`src/rtl/alu_seq.sv`:
```
`default_nettype none
// +--------------------------------------------------------------------------+
// | Module   : alu_seq                                                       |
// | Brief    : Registered ALU with valid/ready handshake, shift-add MUL and  |
// |            optional restoring DIV (enabled by macro ALU_SEQ_DIV_EN).     |
// | Revision : 1.0                                                           |
// +--------------------------------------------------------------------------+
module alu_seq #(
    parameter int WIDTH = 8,
    parameter int OPW   = 4
) (
    input  logic             clk,
    input  logic             rst_n,
    input  logic             in_valid,
    output logic             in_ready,
    input  logic [WIDTH-1:0] A,
    input  logic [WIDTH-1:0] B,
    input  logic [OPW-1:0]   op,
    output logic             out_valid,
    input  logic             out_ready,
    output logic [WIDTH-1:0] E,
    output logic [WIDTH-1:0] E_hi,
    output logic [1:0]       cc,
    output logic             err
);

    localparam int c_CNT_W = $clog2(WIDTH + 1);

    localparam logic [1:0] c_IDLE = 2'd0;
    localparam logic [1:0] c_EXEC = 2'd1;
    localparam logic [1:0] c_DONE = 2'd2;

    localparam logic [OPW-1:0] c_OP_ADD = OPW'(0);
    localparam logic [OPW-1:0] c_OP_SUB = OPW'(1);
    localparam logic [OPW-1:0] c_OP_AND = OPW'(2);
    localparam logic [OPW-1:0] c_OP_OR  = OPW'(3);
    localparam logic [OPW-1:0] c_OP_XOR = OPW'(4);
    localparam logic [OPW-1:0] c_OP_NOT = OPW'(5);
    localparam logic [OPW-1:0] c_OP_SHL = OPW'(6);
    localparam logic [OPW-1:0] c_OP_SHR = OPW'(7);
    localparam logic [OPW-1:0] c_OP_MUL = OPW'(8);
    localparam logic [OPW-1:0] c_OP_DIV = OPW'(9);

`ifdef ALU_SEQ_DIV_EN
    localparam bit c_DIV_EN = 1'b1;
`else
    localparam bit c_DIV_EN = 1'b0;
`endif

    logic [1:0]         r_state;
    logic [1:0]         w_state_nxt;
    logic [WIDTH-1:0]   r_a;
    logic [WIDTH-1:0]   r_hi;
    logic [WIDTH-1:0]   r_lo;
    logic               r_is_div;
    logic [c_CNT_W-1:0] r_cnt;

    logic               w_accept;
    logic               w_is_mul;
    logic               w_is_div;
    logic               w_div0;
    logic               w_multi;
    logic               w_last;

    logic [WIDTH:0]     w_sum;
    logic [WIDTH:0]     w_diff;
    logic [WIDTH-1:0]   w_e;
    logic [WIDTH-1:0]   w_hi;
    logic               w_c;
    logic               w_err;

    logic [WIDTH:0]     w_msum;
    logic [WIDTH-1:0]   w_mul_hi;
    logic [WIDTH-1:0]   w_mul_lo;
    logic [WIDTH-1:0]   w_div_hi;
    logic [WIDTH-1:0]   w_div_lo;
    logic [WIDTH-1:0]   w_step_hi;
    logic [WIDTH-1:0]   w_step_lo;

    assign w_accept = in_valid & in_ready;
    assign w_is_mul = (op == c_OP_MUL);
    assign w_is_div = c_DIV_EN && (op == c_OP_DIV);
    assign w_div0   = w_is_div && (B == '0);
    assign w_multi  = w_is_mul | (w_is_div & ~w_div0);
    assign w_last   = (r_cnt == c_CNT_W'(WIDTH - 1));

    // Single-cycle results, registered directly on the accept edge
    assign w_sum  = {1'b0, A} + {1'b0, B};
    assign w_diff = {1'b0, A} - {1'b0, B};

    always_comb begin
        w_e   = '0;
        w_hi  = '0;
        w_c   = 1'b0;
        w_err = 1'b0;
        case (op)
            c_OP_ADD: begin w_e = w_sum[WIDTH-1:0];  w_c = w_sum[WIDTH];  end
            c_OP_SUB: begin w_e = w_diff[WIDTH-1:0]; w_c = w_diff[WIDTH]; end
            c_OP_AND: w_e = A & B;
            c_OP_OR:  w_e = A | B;
            c_OP_XOR: w_e = A ^ B;
            c_OP_NOT: w_e = ~A;
            c_OP_SHL: begin w_e = {A[WIDTH-2:0], 1'b0}; w_c = A[WIDTH-1]; end
            c_OP_SHR: begin w_e = {1'b0, A[WIDTH-1:1]}; w_c = A[0];       end
            default:  w_err = 1'b1;
        endcase
        if (w_div0) begin
            w_e   = '1;
            w_hi  = A;
            w_c   = 1'b1;
            w_err = 1'b1;
        end
    end

    // Shift-add step: {r_hi, r_lo} holds partial product over multiplier bits
    assign w_msum   = {1'b0, r_hi} + (r_lo[0] ? {1'b0, r_a} : '0);
    assign w_mul_hi = w_msum[WIDTH:1];
    assign w_mul_lo = {w_msum[0], r_lo[WIDTH-1:1]};

    generate
        if (c_DIV_EN) begin : g_div
            logic [WIDTH-1:0] r_b;
            logic [WIDTH:0]   w_dshift;
            logic [WIDTH:0]   w_ddiff;

            always_ff @(posedge clk or negedge rst_n) begin
                if (!rst_n) begin
                    r_b <= '0;
                end else if (w_accept) begin
                    r_b <= B;
                end
            end

            // Restoring step: r_hi is the remainder, r_lo shifts dividend out / quotient in
            assign w_dshift = {r_hi, r_lo[WIDTH-1]};
            assign w_ddiff  = w_dshift - {1'b0, r_b};
            assign w_div_hi = w_ddiff[WIDTH] ? w_dshift[WIDTH-1:0] : w_ddiff[WIDTH-1:0];
            assign w_div_lo = {r_lo[WIDTH-2:0], ~w_ddiff[WIDTH]};
        end else begin : g_no_div
            assign w_div_hi = '0;
            assign w_div_lo = '0;
        end
    endgenerate

    assign w_step_hi = r_is_div ? w_div_hi : w_mul_hi;
    assign w_step_lo = r_is_div ? w_div_lo : w_mul_lo;

    always_ff @(posedge clk or negedge rst_n) begin
        if (!rst_n) begin
            r_state <= c_IDLE;
        end else begin
            r_state <= w_state_nxt;
        end
    end

    always_comb begin
        w_state_nxt = r_state;
        case (r_state)
            c_IDLE:  if (w_accept) w_state_nxt = w_multi ? c_EXEC : c_DONE;
            c_EXEC:  if (w_last) w_state_nxt = c_DONE;
            c_DONE:  if (out_ready) w_state_nxt = c_IDLE;
            default: w_state_nxt = c_IDLE;
        endcase
    end

    always_comb begin
        in_ready  = (r_state == c_IDLE);
        out_valid = (r_state == c_DONE);
    end

    always_ff @(posedge clk or negedge rst_n) begin
        if (!rst_n) begin
            r_a      <= '0;
            r_hi     <= '0;
            r_lo     <= '0;
            r_is_div <= 1'b0;
            r_cnt    <= '0;
            E        <= '0;
            E_hi     <= '0;
            cc       <= 2'b00;
            err      <= 1'b0;
        end else if (w_accept) begin
            r_a      <= A;
            r_is_div <= w_is_div;
            r_cnt    <= '0;
            if (w_multi) begin
                r_hi <= '0;
                r_lo <= w_is_div ? A : B;
            end else begin
                E    <= w_e;
                E_hi <= w_hi;
                cc   <= {w_c, (w_e == '0)};
                err  <= w_err;
            end
        end else if (r_state == c_EXEC) begin
            r_hi  <= w_step_hi;
            r_lo  <= w_step_lo;
            r_cnt <= r_cnt + c_CNT_W'(1);
            if (w_last) begin
                E    <= w_step_lo;
                E_hi <= w_step_hi;
                cc   <= {(~r_is_div & (w_step_hi != '0)), (w_step_lo == '0)};
                err  <= 1'b0;
            end
        end
    end

endmodule
`default_nettype wire

```
`config.mk`:
```
export PLATFORM = sky130hd
export DESIGN_NAME = alu_seq
export DESIGN_NICKNAME = d
export VERILOG_FILES = /design/src/rtl/alu_seq.sv
export SDC_FILE = /design/constraint.sdc
export NUM_CORES = 1
export LEC_CHECK = 0
export CAP_MARGIN = 20
export CORE_ASPECT_RATIO = 0.9
export CORE_UTILIZATION = 55
export DETAILED_ROUTE_END_ITERATION = 6
export PLACE_DENSITY = 0.81
export SLEW_MARGIN = 40
export SYNTH_ARGS = -nofsm -noshare
export SYNTH_HDL_FRONTEND = slang
export SYNTH_SLANG_ARGS = --single-unit
```
`constraint.sdc`:
```
create_clock -name clk -period 3.51 [get_ports clk]
set_clock_uncertainty 0.1 [all_clocks]
set_input_delay 1.053 -clock clk [delete_from_list [all_inputs] [get_ports clk]]
set_output_delay 1.053 -clock clk [all_outputs]
set_load 0.05 [all_outputs]
```
==> out/metrics.cfg <==
[synthesis]
synth_top_area_share_pct = 31.99
yosysWarnings = 0
synth_common_cells = 49 x dfrtp_1, 49 x nand2_1, 49 x o21ai_0, 41 x nor2_1, 34 x ha_1
synth_nets = 500
seq_area_frac_synth_pct = 31.99
synthCells = 439
synth.largest_area_cell = dfrtp_1
netlist_area_um2 = 3832
synth_compound_area_share_pct = 21.87
synth_edf_count = 0
synthTopCellsByArea = dfrtp_1 32%, ha_1 11%, o21ai_0 6.4%
synth_top_family_by_area = compound AO/OA/AOI/OAI gates
synth_fa_ha_area_share_pct = 12.67
ys_ff_latch = 49
synth_xor_area_share_pct = 2.971
synth_top_flop_cell = dfrtp_1
synthSimpleGateAreaFrac_pct = 18.25
muxShareOfSynthArea_pct = 5.583
syn_avg_cell_area_um2 = 8.730
async_flop_share_pct = 100.0
ys_types = 59

[min_path]
hold_path_depth = 2
min_from = err
hold_path.class = reg2reg
whs_endpoint = err

[drt]
drt-initial-drc-count = 282
wl_um = 10860
viasPerCell = 5.837
ant_nets = 0
drc = 0
routedWlPerCell_um = 17.18
vias = 3689
first_pass_iters = 6

[setup_path]
critPathKind = in2reg
max_stage_delay_ns = 0.52
cp-start-kind = input port
worst_r2r_path_depth = 10
critPathBufInv = 2
endpoint_kind = register
critical_path.top_delay_family = adder cells
crit_arrival_ns = 3.58
r2r_slack_ns = 0.56
cp_max_fo = 3
required_ns = 3.64
cp.depth = 9
rr_startpoint = r_lo[0]
cp_slowest_cell = or4_4
r2r-end = cc[1]
crit_chain = dlygate4sd2_1, ha_2, fa_1, inv_1, mux4_2, a22oi_2, nand4bb_1, or4_4, o31ai_4

[die]
die-area_um2 = 7306
io_pins = 45
num_rows = 28
die-width_um = 89.99
start_util_pct = 57.58
die_y_um = 81.19
core_area_um2 = 6656

[clock_tree]
hold_buffers = 0
cts.sinks = 49
clk_pin_slew_worst_paths_ns = 0.09
insertion_delay_ns = 0.31
htreeDepth = 2
cts_tree = built
cts_buffers = 5
clockRootBuffer = clkbuf_8
cts_buffer_depth = 2

[sta]
finalSetupViolations = 0
setup_tns_ns = 0
max_slew_margin_pct = 43.28
fin_crit_ns = 3.459
tightest_slew_ns = 0.8390
max_freq_mhz = 289.1
finalHoldViolCount = 0
finalMaxSlewViolations = 0
hold_ws_ns = 0.3876
timing.final.crit_share_pct = 98.54

[power]
p_leak_nw = 2.349
p_seq_share_pct = 34.1
power.share.clock_pct = 17.5
powerDensity_nw_per_um2 = 490.2
comb_power_share_pct = 48.4
intPower_mw = 1.416
worst_ir_drop_vdd_v = 0.0001938
p_switching_mw = 1.012
sw_frac_of_total_pct = 41.67

[placed_design]
io_buffer_count = 44
place_congestion = 0.9462
postPlaceCellArea_um2 = 4755
dp_hpwl_um = 8531
placed_cells = 621

[global_routing]
antenna_found_initial = 0
grt_usage_pct = 30.61
grt_pass1_wl_um = 17370
grt_max_degree = 34
grt_pass1_vias = 3466
overflow = 0

[cells_and_area]
area_growth_pct = 29.22
layout.nets = 602
diodes = 0
drive_gt1_share_pct = 19.00
fillers = 500
final_cells = 632
final_area_um2 = 4952

[run_status]
status = completed

[flow_run]
cap_violations = 0

worst min-delay path, delay by kind of cell, from the launching register on:
kind / cells / cell delay [ns]
AOI/OAI and AO/OA: 1 / 0.06
DFF: 1 / 0.35
and+or+nand+nor: 1 / 0.05
registers in the layout (all words and copies together) (netlist names):
register  cells
r_lo          8
r_a           8
E_hi          8
cc            2
r_hi          8
r_state       2
E             8
err           1
r_cnt         4
worst max path at each step:
stage                     slack [ns]  startpoint  endpoint
final                           0.05        B[0]     cc[0]
after global routing          -0.008        B[0]     cc[0]
after CTS                      0.001        A[1]     cc[0]
after detailed placement       -0.50        A[0]     cc[0]
after global placement         -0.41        A[0]     cc[0]
after floorplan                 0.23        A[0]     cc[0]
area by class of cell:
class	count	area, µm²	area share, %
Multi-Input combinational cell	341	2410	48.66
Sequential cell	49	1226	24.76
Timing Repair Buffer	116	979.7	19.78
Tap cell	90	112.6	2.274
Inverter	28	105.1	2.122
Clock buffer	5	68.82	1.390
Clock inverter	3	50.05	1.011
metrics by stage:
stage | util, % | power [mW] | worst slack, ns
final | 74.40 | 2.428 | 0.05120
after global routing | 74.40 | 2.568 | -0.007827
after CTS | 73.42 | 2.399 | 0.001020
after detailed placement | 71.43 | 1.971 | -0.4989
after global placement | 71.37 | 1.934 | -0.4101
after floorplan | - | 1.564 | 0.2348
cells in the final DEF, fill, tap and decap left out, types with 4 or more instances in the layout:
cell type,instances
buf_4,71
dfrtp_1,49
nand2_1,49
o21ai_0,48
nor2_1,40
clkdlybuf4s50_1,39
ha_1,31
inv_1,27
a21oi_1,24
mux2i_1,12
and2_1,11
a22o_1,10
xnor2_1,9
a211oi_1,6
nand3b_1,5
o22ai_1,5
nor2b_1,5
a21o_1,5
clkbuf_8,5
nand2b_1,4
nand3_1,4
xor2_1,4
nor3_1,4
per-layer routing:
layer,up-vias,wire length (µm),GRT usage (%)
li1,1756,-,-
met1,1737,4718,42.60
met2,185,5169,51.85
met3,11,788,3.184
met4,0,182,7.581
met5,-,0,0
power groups by stage:
stage	Combinational [mW]	Clock, mW	Sequential (mW)
floorplan	0.597	0	0.967
global placement	1.11	0	0.822
detailed placement	1.14	0	0.833
CTS	1.15	0.425	0.824
global route	1.27	0.450	0.847
finish	1.17	0.425	0.828
timing repair:
| action | CTS | global route |
|---|---|---|
| gates resized for setup | 7 | 12 |
| setup endpoints to repair | 1 | 3 |
| setup buffers | 1 | 2 |
| pin swaps | 3 | 5 |
cell families (layout without fill, tap and decap cells):
group / after synthesis / count (layout)
AOI/OAI and AO/OA: 133 / 133
xor gates and xnor gates: 13 / 13
adders and majority gates: 37 / 37
buffers and inverters: 49 / 152
DFF: 49 / 49
muxes: 16 / 16
and+or+nand+nor: 142 / 142
(Power assumes the default switching activity.)
